File: config.mk
export PLATFORM = sky130hd
export DESIGN_NAME = pulse_rate_meter_flat
export DESIGN_NICKNAME = d
export VERILOG_FILES = /design/src/rtl/pulse_rate_meter_pkg.sv /design/src/rtl/pulse_rate_meter_if.sv /design/src/rtl/pulse_rate_meter_bin2bcd_seq.sv /design/src/rtl/pulse_rate_meter.sv /design/src/flat_wrapper.sv
export SDC_FILE = /design/constraint.sdc
export NUM_CORES = 1
export LEC_CHECK = 0
export CAP_MARGIN = 20
export CORE_AREA = 2 2 150 152
export CTS_CLUSTER_SIZE = 16
export DETAILED_ROUTE_END_ITERATION = 8
export DIE_AREA = 0 0 152 154
export GPL_TIMING_DRIVEN = 0
export PLACE_DENSITY = 0.52
export SLEW_MARGIN = 20
export SYNTH_ARGS = -nofsm -noshare
export SYNTH_HDL_FRONTEND = slang
export SYNTH_HIERARCHICAL = 1
export SYNTH_SLANG_ARGS = --single-unit
File: constraint.sdc
create_clock -name clk -period 3.2 [get_ports clk]
set_input_delay 0.64 -clock clk [delete_from_list [all_inputs] [get_ports clk]]
set_output_delay 0.64 -clock clk [all_outputs]
set_load 0.02 [all_outputs]
File: src/rtl/pulse_rate_meter_pkg.sv
// Shared constants and FSM encoding for the pulse rate meter.
package pulse_meter_pkg;

  localparam int CNT_W      = 14;
  localparam int SAT_VAL    = 9999;
  localparam int BCD_DIGITS = 4;
  localparam int BCD_W      = 4 * BCD_DIGITS;

  typedef enum logic [1:0] {
    IDLE       = 2'd0,
    CONV_RATE  = 2'd1,
    CONV_TOTAL = 2'd2,
    PUBLISH    = 2'd3
  } meter_state_e;

endpackage

File: src/rtl/pulse_rate_meter_if.sv
// Pulse input, enable and display-facing results of the rate meter.
interface pulse_rate_meter_if;
  import pulse_meter_pkg::*;

  logic             pulse;
  logic             en;
  logic [BCD_W-1:0] rate_bcd;
  logic [BCD_W-1:0] total_bcd;
  logic             rate_valid;
  logic             overflow;

  modport master (
    output pulse, en,
    input  rate_bcd, total_bcd, rate_valid, overflow
  );

  modport slave (
    input  pulse, en,
    output rate_bcd, total_bcd, rate_valid, overflow
  );

endinterface

File: src/rtl/pulse_rate_meter_bin2bcd_seq.sv
// Sequential double-dabble converter: one shift-add-3 step per clock.
// The first step is taken in the start cycle itself, so done arrives
// exactly CNT_W cycles after start is sampled.
module bin2bcd_seq
  import pulse_meter_pkg::*;
#(
  parameter int CNT_W = pulse_meter_pkg::CNT_W
) (
  input  logic             clk,
  input  logic             rst,
  input  logic             start,
  input  logic [CNT_W-1:0] bin,
  output logic [BCD_W-1:0] bcd,
  output logic             done
);

  localparam int IT_W = $clog2(CNT_W + 1);

  logic [BCD_W-1:0] bcd_q;
  logic [CNT_W-1:0] bin_q;
  logic [IT_W-1:0]  iter_q;
  logic             done_q;

  logic [BCD_W-1:0] src_bcd;
  logic [CNT_W-1:0] src_bin;
  logic [BCD_W-1:0] adj_bcd;
  logic [BCD_W-1:0] step_bcd;
  logic [CNT_W-1:0] step_bin;

  // One double-dabble step: add 3 to any digit >= 5, then shift left by one.
  always_comb begin
    src_bcd = start ? '0 : bcd_q;
    src_bin = start ? bin : bin_q;
    adj_bcd = src_bcd;
    for (int d = 0; d < BCD_DIGITS; d++) begin
      if (src_bcd[4*d +: 4] >= 4'd5) begin
        adj_bcd[4*d +: 4] = src_bcd[4*d +: 4] + 4'd3;
      end
    end
    step_bcd = {adj_bcd[BCD_W-2:0], src_bin[CNT_W-1]};
    step_bin = {src_bin[CNT_W-2:0], 1'b0};
  end

  // Iteration down-counter; done pulses once, after the last step lands.
  always_ff @(posedge clk) begin
    if (rst) begin
      bcd_q  <= '0;
      bin_q  <= '0;
      iter_q <= '0;
      done_q <= 1'b0;
    end else begin
      done_q <= 1'b0;
      if (start) begin
        bcd_q  <= step_bcd;
        bin_q  <= step_bin;
        iter_q <= IT_W'(CNT_W - 1);
      end else if (iter_q != '0) begin
        bcd_q  <= step_bcd;
        bin_q  <= step_bin;
        iter_q <= iter_q - 1'b1;
        if (iter_q == IT_W'(1)) begin
          done_q <= 1'b1;
        end
      end
    end
  end

  assign bcd  = bcd_q;
  assign done = done_q;

endmodule

File: src/rtl/pulse_rate_meter.sv
// Pulse rate meter: counts rising edges of pulse per fixed window, keeps a
// saturating running total, and publishes both as 4-digit BCD through one
// shared sequential converter.
//
// state      | meaning
// -----------+-----------------------------------------------------------
// IDLE       | waiting for the window terminal cycle
// CONV_RATE  | converter busy on rate_hold; result stashed on done
// CONV_TOTAL | converter busy on total_hold; outputs loaded on done
// PUBLISH    | new rate/total on the outputs, rate_valid high one cycle
module pulse_rate_meter
  import pulse_meter_pkg::*;
#(
  parameter int WINDOW_CYCLES = 100_000_000,
  parameter int CNT_W         = pulse_meter_pkg::CNT_W,
  parameter int SAT_VAL       = pulse_meter_pkg::SAT_VAL
) (
  input  logic               clk,
  input  logic               rst,
  pulse_rate_meter_if.slave  bus
);

  // The full convert/publish sequence must finish before the next window closes.
  if (WINDOW_CYCLES < 2 * CNT_W + 4) begin : g_window_too_short
    $error("pulse_rate_meter: WINDOW_CYCLES shorter than the conversion sequence");
  end

  localparam int WIN_W = (WINDOW_CYCLES > 1) ? $clog2(WINDOW_CYCLES) : 1;
  localparam logic [WIN_W-1:0] WIN_LAST = WIN_W'(WINDOW_CYCLES - 1);
  localparam logic [CNT_W-1:0] SAT      = CNT_W'(SAT_VAL);

  meter_state_e     state_q, state_d;
  logic             conv_start_q;
  logic             conv_done;
  logic [BCD_W-1:0] conv_bcd;
  logic [CNT_W-1:0] conv_bin;

  logic             pulse_q;
  logic             pulse_edge;
  logic             win_end;
  logic [WIN_W-1:0] win_cnt;
  logic [CNT_W-1:0] rate_acc, rate_next, rate_hold;
  logic [CNT_W-1:0] total, total_next, total_hold;
  logic             overflow_q;

  logic [BCD_W-1:0] rate_stash;
  logic [BCD_W-1:0] rate_bcd_q;
  logic [BCD_W-1:0] total_bcd_q;

  // Edge detect, terminal-cycle decode and saturating increments.
  always_comb begin
    pulse_edge = bus.en & bus.pulse & ~pulse_q;
    win_end    = bus.en && (win_cnt == WIN_LAST);
    rate_next  = (pulse_edge && (rate_acc != SAT)) ? rate_acc + 1'b1 : rate_acc;
    total_next = (pulse_edge && (total != SAT)) ? total + 1'b1 : total;
  end

  // Window counter, accumulators and terminal-cycle snapshots.
  // pulse_q resets high so a pulse already high at reset release is not an edge.
  always_ff @(posedge clk) begin
    if (rst) begin
      pulse_q    <= 1'b1;
      win_cnt    <= '0;
      rate_acc   <= '0;
      total      <= '0;
      rate_hold  <= '0;
      total_hold <= '0;
      overflow_q <= 1'b0;
    end else begin
      pulse_q <= bus.pulse;
      total   <= total_next;
      if (pulse_edge && (total == SAT)) begin
        overflow_q <= 1'b1;
      end
      if (!bus.en) begin
        win_cnt  <= '0;
        rate_acc <= '0;
      end else if (win_end) begin
        win_cnt    <= '0;
        rate_acc   <= '0;
        rate_hold  <= rate_next;
        total_hold <= total_next;
      end else begin
        win_cnt  <= win_cnt + 1'b1;
        rate_acc <= rate_next;
      end
    end
  end

  // Next-state logic for the convert/publish sequence.
  always_comb begin
    state_d = state_q;
    case (state_q)
      IDLE:       if (win_end)   state_d = CONV_RATE;
      CONV_RATE:  if (conv_done) state_d = CONV_TOTAL;
      CONV_TOTAL: if (conv_done) state_d = PUBLISH;
      PUBLISH:                   state_d = IDLE;
      default:                   state_d = IDLE;
    endcase
  end

  // State register; conv_start is a one-cycle pulse on entry to a convert state.
  always_ff @(posedge clk) begin
    if (rst) begin
      state_q      <= IDLE;
      conv_start_q <= 1'b0;
    end else begin
      state_q      <= state_d;
      conv_start_q <= (state_d != state_q) &&
                      ((state_d == CONV_RATE) || (state_d == CONV_TOTAL));
    end
  end

  assign conv_bin = (state_q == CONV_TOTAL) ? total_hold : rate_hold;

  bin2bcd_seq #(
    .CNT_W (CNT_W)
  ) u_bin2bcd (
    .clk   (clk),
    .rst   (rst),
    .start (conv_start_q),
    .bin   (conv_bin),
    .bcd   (conv_bcd),
    .done  (conv_done)
  );

  // Capture converter results; both outputs change together entering PUBLISH.
  always_ff @(posedge clk) begin
    if (rst) begin
      rate_stash  <= '0;
      rate_bcd_q  <= '0;
      total_bcd_q <= '0;
    end else if (conv_done) begin
      if (state_q == CONV_RATE) begin
        rate_stash <= conv_bcd;
      end else if (state_q == CONV_TOTAL) begin
        rate_bcd_q  <= rate_stash;
        total_bcd_q <= conv_bcd;
      end
    end
  end

  assign bus.rate_bcd   = rate_bcd_q;
  assign bus.total_bcd  = total_bcd_q;
  assign bus.rate_valid = (state_q == PUBLISH);
  assign bus.overflow   = overflow_q;

endmodule

File: src/flat_wrapper.sv
// flat-port wrapper written by rule: the top's interface ports become plain ports
module pulse_rate_meter_flat import pulse_meter_pkg::*;
#(
  parameter int WINDOW_CYCLES = 100_000_000,
  parameter int CNT_W         = pulse_meter_pkg::CNT_W,
  parameter int SAT_VAL       = pulse_meter_pkg::SAT_VAL
)
  (clk, rst, bus_pulse, bus_en, bus_rate_bcd, bus_total_bcd, bus_rate_valid, bus_overflow);
  pulse_rate_meter_if bus_i ();
  input  logic clk;
  input  logic rst;
  input wire logic [$bits(bus_i.pulse)-1:0] bus_pulse;
  input wire logic [$bits(bus_i.en)-1:0] bus_en;
  output wire logic [$bits(bus_i.rate_bcd)-1:0] bus_rate_bcd;
  output wire logic [$bits(bus_i.total_bcd)-1:0] bus_total_bcd;
  output wire logic [$bits(bus_i.rate_valid)-1:0] bus_rate_valid;
  output wire logic [$bits(bus_i.overflow)-1:0] bus_overflow;
  assign bus_i.pulse = bus_pulse;
  assign bus_i.en = bus_en;
  assign bus_rate_bcd = bus_i.rate_bcd;
  assign bus_total_bcd = bus_i.total_bcd;
  assign bus_rate_valid = bus_i.rate_valid;
  assign bus_overflow = bus_i.overflow;
  pulse_rate_meter #(.WINDOW_CYCLES(WINDOW_CYCLES), .CNT_W(CNT_W), .SAT_VAL(SAT_VAL)) u_core (.clk(clk), .rst(rst), .bus(bus_i));
endmodule
Word level (Yosys, flattened, before mapping)
Index checks and enable logic that the tools add are counted.
- flip-flop bits (word level): 170
- mux-type cells: 20
- $add $sub $neg: 8
- equal/unequal tests: 11
- bitwise operators: 6
- magnitude comparators: 4
- reduce and logical (&&, ||, !) cells: 15
- operators by type and width (kind ; count):
    $mux W14 ; 6
    $mux W16 ; 3
    $add A14 B1 Y14 const B ; 2
    $ne A14 B14 Y1 const B ; 2
    $add A27 B1 Y27 const B ; 1
    $eq A27 B27 Y1 const B ; 1
    $mux W4 ; 5
    $ge A4 B3 Y1 const B ; 4
    $eq A14 B14 Y1 const B ; 1
    $add A4 B2 Y4 const B ; 3
    $pmux W2 S4 ; 1
    $eq A2 B2 Y1 const B ; 3
    $mux W2 ; 3
    $reduce_or A3 Y1 ; 2
    $logic_and A1 B1 Y1 ; 5
    $eq A2 B1 Y1 const B ; 2
    $eq A4 B1 Y1 const B ; 1
    $not A1 Y1 ; 4
    $reduce_and A2 Y1 ; 2
    $reduce_bool A4 Y1 ; 1
    $sub A4 B1 Y4 const B ; 1
    $add A3 B2 Y3 const B ; 1
    $mux W3 ; 1
    $reduce_and A3 Y1 ; 1
    7 further kinds ; 8

Logic depth before layout (Yosys ltp)
Gate-level depths: netlist (run 1).
- depth in word-level cells: 7
- gate-level depth with buffers: 8
- mapped depth without buffers: 6

Cells and area by module
The synthesis (run 1) kept the hierarchy.
- by module, submodules not included (module ; area each (sq um) ; times used ; seq. area each (sq um) ; cells each):
    pulse_rate_meter ; 5637.9 ; 1 ; 2722.6 ; 648
    bin2bcd_seq ; 1856.8 ; 1 ; 680.7 ; 213

Least setup slack after synthesis (run 1)
OpenSTA, ideal clock, no wires.
- kind: register -> register
- start: register u_core.win_cnt[0]
- end: register u_core.rate_hold[3]
- buffers on the path: 1
- cell stages (with the launch flop): 8
- setup time: 0.128 ns
- arrival: 1.964 ns
- period minus slack after synthesis: 2.092 ns
- slack: 1.108 ns
- path through: dfxtp_1 ha_1 nand2_1 or3_4 nor4_4 buf_6 mux2i_1 nor2_1
- word-level cells in the longest chain between the ends: 3
- ends and longest elaborated chain (what ; RTL line ; source):
    from (decl) ; pulse_rate_meter.sv:41 ; logic [WIN_W-1:0] win_cnt;
    from (signal assigned) ; pulse_rate_meter.sv:84 ; win_cnt <= win_cnt + 1'b1;
    $eq A27 B27 Y1 ; pulse_rate_meter.sv:53 ; win_end = bus.en && (win_cnt == WIN_LAST);
    $logic_and A1 B1 Y1 ; pulse_rate_meter.sv:53 ;
    $reduce_and A2 Y1 (no source line) ; n/a ;
    to (signal assigned) ; pulse_rate_meter.sv:81 ; rate_hold <= rate_next;
    to (decl) ; pulse_rate_meter.sv:42 ; logic [CNT_W-1:0] rate_acc, rate_next, rate_hold;
Every way passes these cells.
A chain may end at the register's enable or synchronous reset.

Worst setup path in the final report (run 1)
Ends and elaborated chain as after synthesis.

==> out/metrics.yaml, run 1 <==
status: "finished, final reports clean"
cts_made_buffers: 17
drt_iter0_drc: 321
yosys.cell_types.count: 58
clock-sinks: 170
leakagePower_nw: 2.929
p_per_area_nw_per_um2: 583.2
drive_gt1_frac: 0.1184
synth_edf_count: 0
drtPass1Iterations: 5
ctsHoldBuffers: 0
ir_drop_mv: 0.4107
vias_per_cell: 4.916
antenna_found_initial: 0
finalSetupViolations: 0
clock_latency_ns: 0.44
swShare: 0.3035
worstSetupStartpointType: "flip-flop"
comb_power_share: 0.153
max-slew-margin-rel: 0.4352
cp_slowest_cell: "nor4_4"
netlist_area_um2: 7495
tightest_slew_ns: 0.8472
grt.overflow.total: 0
slowest_delay_ns: 0.65
detail-route-antenna-nets: 0
rr_startpoint: "u_core/win_cnt[0]"
p_sw_mw: 1.555
arrival_ns: 2.76
start_util: 0.3456
synth_largest_area_cell: "dfxtp_1"
reg2reg_depth: 7
final.setup.tns_ns: 0
postCtsSetupRepairBufs: 0
timing.critical_path.buf_inv: 1
netlist_top_cells_area: "dfxtp_1 45%, nand2_1 6.9%, nor2_1 6.4%"
cp.required_ns: 3.50
clkTransAtPathRegs_ns: 0.07
period_share: 0.7694
cts_resized: 0
grt_pass1_vias: 5633
ios: 38
hp-class: "flip-flop to flip-flop"
place_congestion: 0.7940
synth_seq_cells: 170
path_class: "flip-flop to flip-flop"
cp_top_family: "simple AND/OR/NAND/NOR gates"
avgSynthCellArea_um2: 8.705
ff2ff_setup_slack_ns: 0.74
seq_area_frac_synth: 0.4541
async_flop_share: 0
place.detailed.hpwl_um: 13090
dp.cells: 1177
synth.top_cell.area_share: 0.4541
intPower_mw: 3.568
grtUsageTotal: 0.1578
synthCells: 861
power_frac_clock: 0.394
cts_root_buf: "clkbuf_16"
core_area_um2: 21690
sequentialPowerShare: 0.453
rsz0062_at_grt: "false"
synth_ff_type: "dfxtp_1"
finalHoldViolCount: 0
hold_depth: 1
htreeDepth: 4
fin_skew_ns: 0.01317
ys_warn_count: 6
syn-num-nets: 874
die_y_um: 154
drv_cap: 0
die_w_um: 152
fin_crit_ns: 2.462
cts_buffer_depth: 2
port-buffer-count: 36
tritoncts: "yes"
num_vias: 5944
die_area_um2: 23410
layout.cells.non_filler: 1209
nNetsFinal: 929
clock.fmax_ghz: 0.4062
rows: 54
wl_per_cell_um: 15.05
grt_max_degree: 19
slew_viol_final: 0
worstSetupEndpointType: "flip-flop"
path_cells: "ha_1, nand2_1, or3_4, nor4_4, buf_6, mux2i_1, nor2_1"
routed_wl_um: 18200
r2r_end: "u_core/rate_hold[3]"
area_growth_pct: 17.21
remaining_drc_errors: 0
n_antenna_cell: 0
grt_first_pass_wirelength_um: 29700
cp_max_fo: 10
holdPathEnd: "u_core/win_cnt[0]"
min_from: "u_core/win_cnt[0]"
worst max-delay path by stage:
stage	startpoint	end	slack (ns)	cells after the start
global route	u_core/win_cnt[0]	u_core/rate_hold[3]	0.58	7
CTS	u_core/win_cnt[0]	u_core/rate_hold[3]	0.72	7
detailed placement	bus_en	u_core/rate_hold[3]	0.26	7
floorplan	u_core/win_cnt[0]	u_core/rate_hold[3]	1.11	7
finish	u_core/win_cnt[0]	u_core/rate_hold[3]	0.74	7
global placement	bus_en	u_core/rate_hold[3]	0.30	7
through the flow:
step / util / instance area (µm²) / hold slack [ns] / setup WS [ns] / total power [mW]
2_1_floorplan: - / 7495 / 0.4175 / 1.108 / 2.927
3_3_place_gp: 0.3783 / 8205 / 0.4347 / 0.2998 / 3.143
3_5_place_dp: 0.3783 / 8205 / 0.4456 / 0.2650 / 3.148
4_1_cts: 0.4050 / 8785 / 0.4559 / 0.7204 / 5.182
5_1_grt: 0.4050 / 8785 / 0.4732 / 0.5827 / 5.379
6_report: 0.4050 / 8785 / 0.4499 / 0.7381 / 5.123
layout make-up:
class | instances | area [µm²]
buffer | 42 | 227.7
clock buffer | 17 | 425.4
clock inverter | 15 | 153.9
fill | 2177 | 12900
inverter | 16 | 60.06
multi-input combinational | 633 | 3804
sequential | 170 | 3403
tap | 280 | 350.3
timing repair buffer | 36 | 360.3
registers in the layout (all words and copies together), names as in the netlist, 14 cells and up:
name and count:
u_core/bus.rate_bcd 16, u_core/bus.total_bcd 16, u_core/rate_acc 14, u_core/rate_hold 14, u_core/rate_stash 16, u_core/total 14, u_core/total_hold 14, u_core/u_bin2bcd/bcd 16
u_core/win_cnt 27
cell usage in the layout, fill, tap and decap left out, types with 12 or more instances in the layout:
cell type	n
nor2_1	127
inv_1	16
dfxtp_1	170
clkbuf_1	26
nand3_1	27
nand2b_1	17
nand4_1	16
nor3_1	13
clkdlybuf4s50_1	36
nand2_1	137
o21ai_0	17
a21oi_1	77
xor2_1	31
xnor2_1	12
a211oi_2	24
mux2_2	25
clkbuf_16	17
mux2i_1	18
cells by family after synthesis:
group,count (synthesis),synth area share
xor+xnor,43,0.05025
fa+ha+maj,9,0.01503
flops,170,0.4541
mux,46,0.06611
compound gates,145,0.1337
buf+inv,58,0.03840
simple gates,390,0.2424
synthesized netlist by cell type, types with 2 or more instances:
cell       count
dfxtp_1      170
nand2_1      137
nor2_1       127
a21oi_1       77
xor2_1        31
nand3_1       27
clkbuf_1      26
mux2_2        25
a211oi_2      24
mux2i_1       18
nand2b_1      17
o21ai_0       17
inv_1         16
nand4_1       16
nor3_1        13
xnor2_1       12
and3_1        10
ha_1           9
buf_6          7
nor2b_1        7
nor4b_1        6
or2_2          6
buf_2          5
nand3b_1       5
or3_1          4
a211oi_1       3
a21boi_0       3
buf_4          3
mux2_1         3
a2111oi_0      2
a2bb2oi_1      2
a311o_1        2
and2_1         2
nor3b_1        2
o221a_2        2
o22ai_1        2
o311ai_0       2
power groups by stage:
stage / Combinational [mW] / Sequential, mW / Clock [mW]
after floorplan: 0.610 / 2.32 / 0
after global placement: 0.774 / 2.37 / 0
after detailed placement: 0.777 / 2.37 / 0
after CTS: 0.783 / 2.32 / 2.08
after global routing: 0.869 / 2.34 / 2.17
final: 0.783 / 2.32 / 2.02
layer usage:
layer,GRT usage,vias to the layer above,wire (µm)
met3,0.03298,20,493
li1,-,3063,-
met1,0.2214,2790,9365
met2,0.2422,71,8033
met5,0,-,0
met4,0.05162,0,307
Note: power is estimated with default switching activity, not from simulation.
==> run 2, diff against run 1 <==
--- a/config.mk
+++ b/config.mk
@@ -11,7 +11,7 @@
 export DETAILED_ROUTE_END_ITERATION = 8
 export DIE_AREA = 0 0 152 154
 export GPL_TIMING_DRIVEN = 0
-export PLACE_DENSITY = 0.52
+export PLACE_DENSITY = 0.53
 export SLEW_MARGIN = 20
 export SYNTH_ARGS = -nofsm -noshare
 export SYNTH_HDL_FRONTEND = slang
==> constraint.sdc (replaced) <==
create_clock -name clk -period 2.14 [get_ports clk]
set_input_delay 0.428 -clock clk [delete_from_list [all_inputs] [get_ports clk]]
set_output_delay 0.428 -clock clk [all_outputs]
set_load 0.02 [all_outputs]
==> out/metrics.yaml, run 2 (synthesis results as in run 1) <==
largest_reg_flops: 27
drive_gt1_frac: 0.1363
sequentialPowerShare: 0.444
ir_drop_mv: 0.5400
grt.overflow.total: 0
p_per_area_nw_per_um2: 876.8
area_growth_pct: 18.70
swShare: 0.2984
period_share: 0.9563
cp_max_fo: 10
status: "finished, final reports clean"
layout_commonest_cell: "dfxtp_1"
slew_viol_final: 0
clock-sinks: 170
fill_cells: 2192
antenna_found_initial: 0
num_vias: 5955
grt_first_pass_wirelength_um: 29930
clock.fmax_ghz: 0.4886
top_register: "u_core/win_cnt"
intPower_mw: 5.472
drv_cap: 0
p_total_mw: 7.800
cts_root_buf: "clkbuf_16"
worstSetupStartpointType: "flip-flop"
vias_per_cell: 4.913
cts_buffer_depth: 2
nNetsFinal: 932
path_class: "flip-flop to flip-flop"
max-slew-margin-rel: 0.4801
p_sw_mw: 2.327
grt_pass1_vias: 5655
remaining_drc_errors: 0
finalSetupViolations: 0
final_cell_mix: "169 x dfxtp_1, 135 x nand2_1, 126 x nor2_1"
port-buffer-count: 36
die_y_um: 154
rsz0062_at_grt: "false"
drt_iter0_drc: 337
htreeDepth: 4
place_congestion: 0.8069
tritoncts: "yes"
grt_max_degree: 19
worstSetupEndpointType: "flip-flop"
power_frac_clock: 0.403
start_util: 0.3456
arrival_ns: 2.34
core_area_um2: 21690
final.setup.tns_ns: 0
leakagePower_nw: 3.008
rows: 54
tightest_slew_ns: 0.7798
clock_latency_ns: 0.43
slowest_delay_ns: 0.42
detail-route-antenna-nets: 0
fin_crit_ns: 2.046
wl_per_cell_um: 15.05
post-route-util: 0.4102
die_w_um: 152
fin_skew_ns: 0.01319
clkTransAtPathRegs_ns: 0.07
cp.required_ns: 2.43
cp_slowest_cell: "or3_4"
cts_made_buffers: 17
grtUsageTotal: 0.1589
n_antenna_cell: 0
hp-class: "input port to flip-flop"
routed_wl_um: 18250
path_cells: "ha_4, nand2_2, or3_4, nor4_4, buf_6, buf_6, mux2i_1, nor2_1"
drtPass1Iterations: 5
place.detailed.hpwl_um: 12940
die_area_um2: 23410
crit_top_cell: "buf_6"
finalHoldViolCount: 0
ios: 38
comb_power_share: 0.153
run 2: cell types whose count changed in the layout (fill, tap and decap cells not counted), sizes merged:
cell           previous run  this run
clkinvlp                  4         3
bufinv                    0         1
buf                      16        19
dlymetal6s2s              0         1
clkdlybuf4s50            36        35
run 2: path summary, 6_finish.rpt:
check | cells past startpoint | startpoint | to | slack [ns]
worst min register to register | 1 | u_core/win_cnt[0] | u_core/win_cnt[0] | 0.45
worst max-delay path | 8 | u_core/win_cnt[1] | u_core/rate_hold[3] | 0.09
worst min-delay path | 2 | rst | u_core/u_bin2bcd/bin_q[11] | 0.39
worst max register to register | 8 | u_core/win_cnt[1] | u_core/rate_hold[3] | 0.09
run 2: power groups by stage:
stage	clock [mW]	sequential [mW]	combinational, mW
finish	3.14	3.47	1.19
global route	3.36	3.49	1.35
CTS	3.23	3.46	1.17
detailed placement	0	3.54	1.16
global placement	0	3.54	1.15
floorplan	0	3.46	0.913
run 2: critical path, delay by kind of cell, from the launching register on:
kind	cells	cell delay, ns
adders and majority gates	1	0.16
buffers and inverters	2	0.35
DFF	1	0.37
muxes	1	0.19
and+or+nand+nor	4	0.84
run 2: through the flow:
stage / cell area, µm² / hold slack [ns] / worst slack (ns) / std cells
final: 8896 / 0.3918 / 0.09351 / 1212
after global routing: 8896 / 0.3942 / 0.0005056 / 1212
after CTS: 8851 / 0.3743 / 0.001228 / 1211
after detailed placement: 8205 / 0.4385 / -0.6070 / 1177
after floorplan: 7495 / 0.4175 / 0.04839 / 861
after global placement: 8205 / 0.4340 / -0.5799 / 1177
run 2: area by class of cell:
class / instances / area, µm² / area share
Sequential cell: 170 / 3405 / 0.3827
Clock inverter: 15 / 176.4 / 0.01983
Multi-Input combinational cell: 633 / 3840 / 0.4316
Tap cell: 280 / 350.3 / 0.03938
Clock buffer: 17 / 425.4 / 0.04782
Timing Repair Buffer: 39 / 389.1 / 0.04374
Inverter: 16 / 60.06 / 0.006751
Buffer: 42 / 250.2 / 0.02813
run 2: routing by layer:
metal | vias up | part of all wire | track usage | wire, µm
li1 | 3066 | - | - | -
met1 | 2803 | 0.51 | 0.2196 | 9344
met2 | 70 | 0.45 | 0.2516 | 8220
met3 | 16 | 0.025 | 0.02847 | 462
met4 | 0 | 0.012 | 0.05207 | 219
met5 | - | 0 | 0 | 0
run 2: repair_timing:
item                       CTS  global route
hold endpoints to repair     0             0
setup buffers                2             1
hold buffers                 0             0
pin swaps                    1             1
resized for setup           11            15
setup endpoints to repair   85            83
==> RTL change: new RTL, flow settings as in run 1 <==
Re-encode `meter_state_e` (4 states) as one-hot, 4 bits wide.
--- a/src/rtl/pulse_rate_meter_pkg.sv
+++ b/src/rtl/pulse_rate_meter_pkg.sv
@@ -7,9 +7,9 @@
   localparam int BCD_W      = 4 * BCD_DIGITS;
 
-  typedef enum logic [1:0] {
-    IDLE       = 2'd0,
-    CONV_RATE  = 2'd1,
-    CONV_TOTAL = 2'd2,
-    PUBLISH    = 2'd3
+  typedef enum logic [3:0] {
+    IDLE       = 4'b0001,
+    CONV_RATE  = 4'b0010,
+    CONV_TOTAL = 4'b0100,
+    PUBLISH    = 4'b1000
   } meter_state_e;
 
Check against the original RTL: no difference found for any inputs over 10 cycles, from zero or initial values and one cycle with rst high; not proved beyond that.
==> RTL change against run 1 <==
Sequential cell count grew 2; hold slack improved by 0.0037 ns; critical path depth decreased by 5; worst setup slack worse by 0.049 ns; wire length fell by 3.2%; die area unchanged; power hardly changed; global-route usage decreased by 0.51 points; area after synthesis is 0.15% higher; cell area about the same; critical path type is now reg2out; critical endpoint is now bus_rate_valid; largest power group unchanged.
==> RTL change: results (changes against run 1) <==
critical_path:
  cp_slowest_cell: "clkdlybuf4s50_1"
  arrival_ns: 1.87  # -0.89 ns
  path_max_fanout: 4  # -6
  cp_top_family: "buffers and inverters"
  reg2reg_depth: 5  # -2
  r2r-end: "u_core/u_bin2bcd/bin_q[7]"
  slowest_delay_ns: 0.68  # +0.03 ns
  r2r_start: "u_core/state_q[3]"
  reg2reg_slack_ns: 0.82  # +0.08 ns
yosys:
  syn-num-nets: 860  # -1.6%
  yosysUniqueCellTypes: 57  # -1.7%
  synth.area.top_cells: "dfxtp_1 (46%), nand2_1 (6.4%), nor2_1 (6.3%)"
  yosysSeqAreaShare: 0.459  # +0.00465
  ys_ff_latch: 172  # +1.2%
  synth_common_cells: "dfxtp_1 (172), nand2_1 (127), nor2_1 (125)"
pwr:
  seq_power_share: 0.457  # +0.004
  p_leak_nw: 2.96  # +1.0%
  irDropWorstVdd_uv: 282  # -31%
  internal_power_mw: 3.60  # +0.89%
  p_comb_frac: 0.151  # -0.002
detailed_routing:
  vias_per_cell: 4.94  # +0.52%
  drtIter0Drc: 407  # +27%
  avgRoutedWirePerCell_um: 14.7  # -2.1%
status:
  status: "finished clean"
placement:
  placed_cell_area_mm2: 0.00822  # +0.21%
  gp_congestion: 0.808  # +1.7%
  dpl.hpwl_mm: 12.5  # -4.6%
finish:
  inverters: 11  # -5
  signal_buffers: 81  # +3.8%
  seq_share: 0.392  # +0.00417
  nonClkBufAreaFrac: 0.0682  # +0.00121
  final-clk-cell-share: 0.0642  # -0.00177
  n_clock_buffer: 18  # +1
  nets: 915  # -1.5%
  nFillCells: 2216  # +1.8%
min_path:
  min_path_cells: 2  # +1
  worstHoldStart: "u_core/bus.rate_bcd[14]"
sta:
  worst_pin_slew_ns: 0.764  # -0.0834 ns
  fin_skew_ns: 0.0138  # +0.000650 ns
clocking:
  clock_path_buffers: 2  # unchanged
[RTL change: cell families (layout without fill, tap and decap cells)]
| group | count (synthesis) | in the layout | share of synthesized area |
|---|---|---|---|
| muxes | 47 | 47 | 0.0675 |
| adders and majority gates | 9 | 9 | 0.0150 |
| AOI/OAI and AO/OA | 138 | 138 | 0.126 |
| DFF | 172 | 172 | 0.459 |
| buffers and inverters | 56 | 124 | 0.0373 |
| and+or+nand+nor | 378 | 378 | 0.240 |
| xor gates and xnor gates | 47 | 47 | 0.0548 |
[RTL change: per-stage QoR]
step,instances,worst slack [ns],hold slack (ns),util
3_3_place_gp,1163,0.251,0.444,0.379
2_1_floorplan,847,1.29,0.432,-
3_5_place_dp,1163,0.242,0.448,0.379
4_1_cts,1195,0.680,0.458,0.405
6_report,1195,0.689,0.454,0.405
5_1_grt,1195,0.506,0.473,0.405
[RTL change: worst min-delay path, delay by kind of cell (launching register included)]
kind               cells  cell delay (ns)
DFF                    1             0.31
and+or+nand+nor        1             0.05
AOI/OAI and AO/OA      1             0.05
[RTL change: worst max path at each step]
stage / startpoint / to / slack (ns) / depth (start not counted)
2_1_floorplan: bus_en / u_core/total_hold[10] / 1.29 / 6
3_3_place_gp: bus_en / u_core/total_hold[12] / 0.25 / 6
3_5_place_dp: bus_en / u_core/win_cnt[24] / 0.24 / 8
4_1_cts: u_core/state_q[3] / bus_rate_valid / 0.68 / 2
5_1_grt: bus_en / u_core/rate_acc[10] / 0.51 / 8
6_report: u_core/state_q[3] / bus_rate_valid / 0.69 / 2
[RTL change: routing by layer]
metal | wire, µm | global-route usage | vias to the layer above
met4 | 229 | 0.0481 | 0
met2 | 7940 | 0.245 | 89
met3 | 500 | 0.0296 | 19
met1 | 8940 | 0.209 | 2780
li1 | - | - | 3018
met5 | 0 | 0 | -
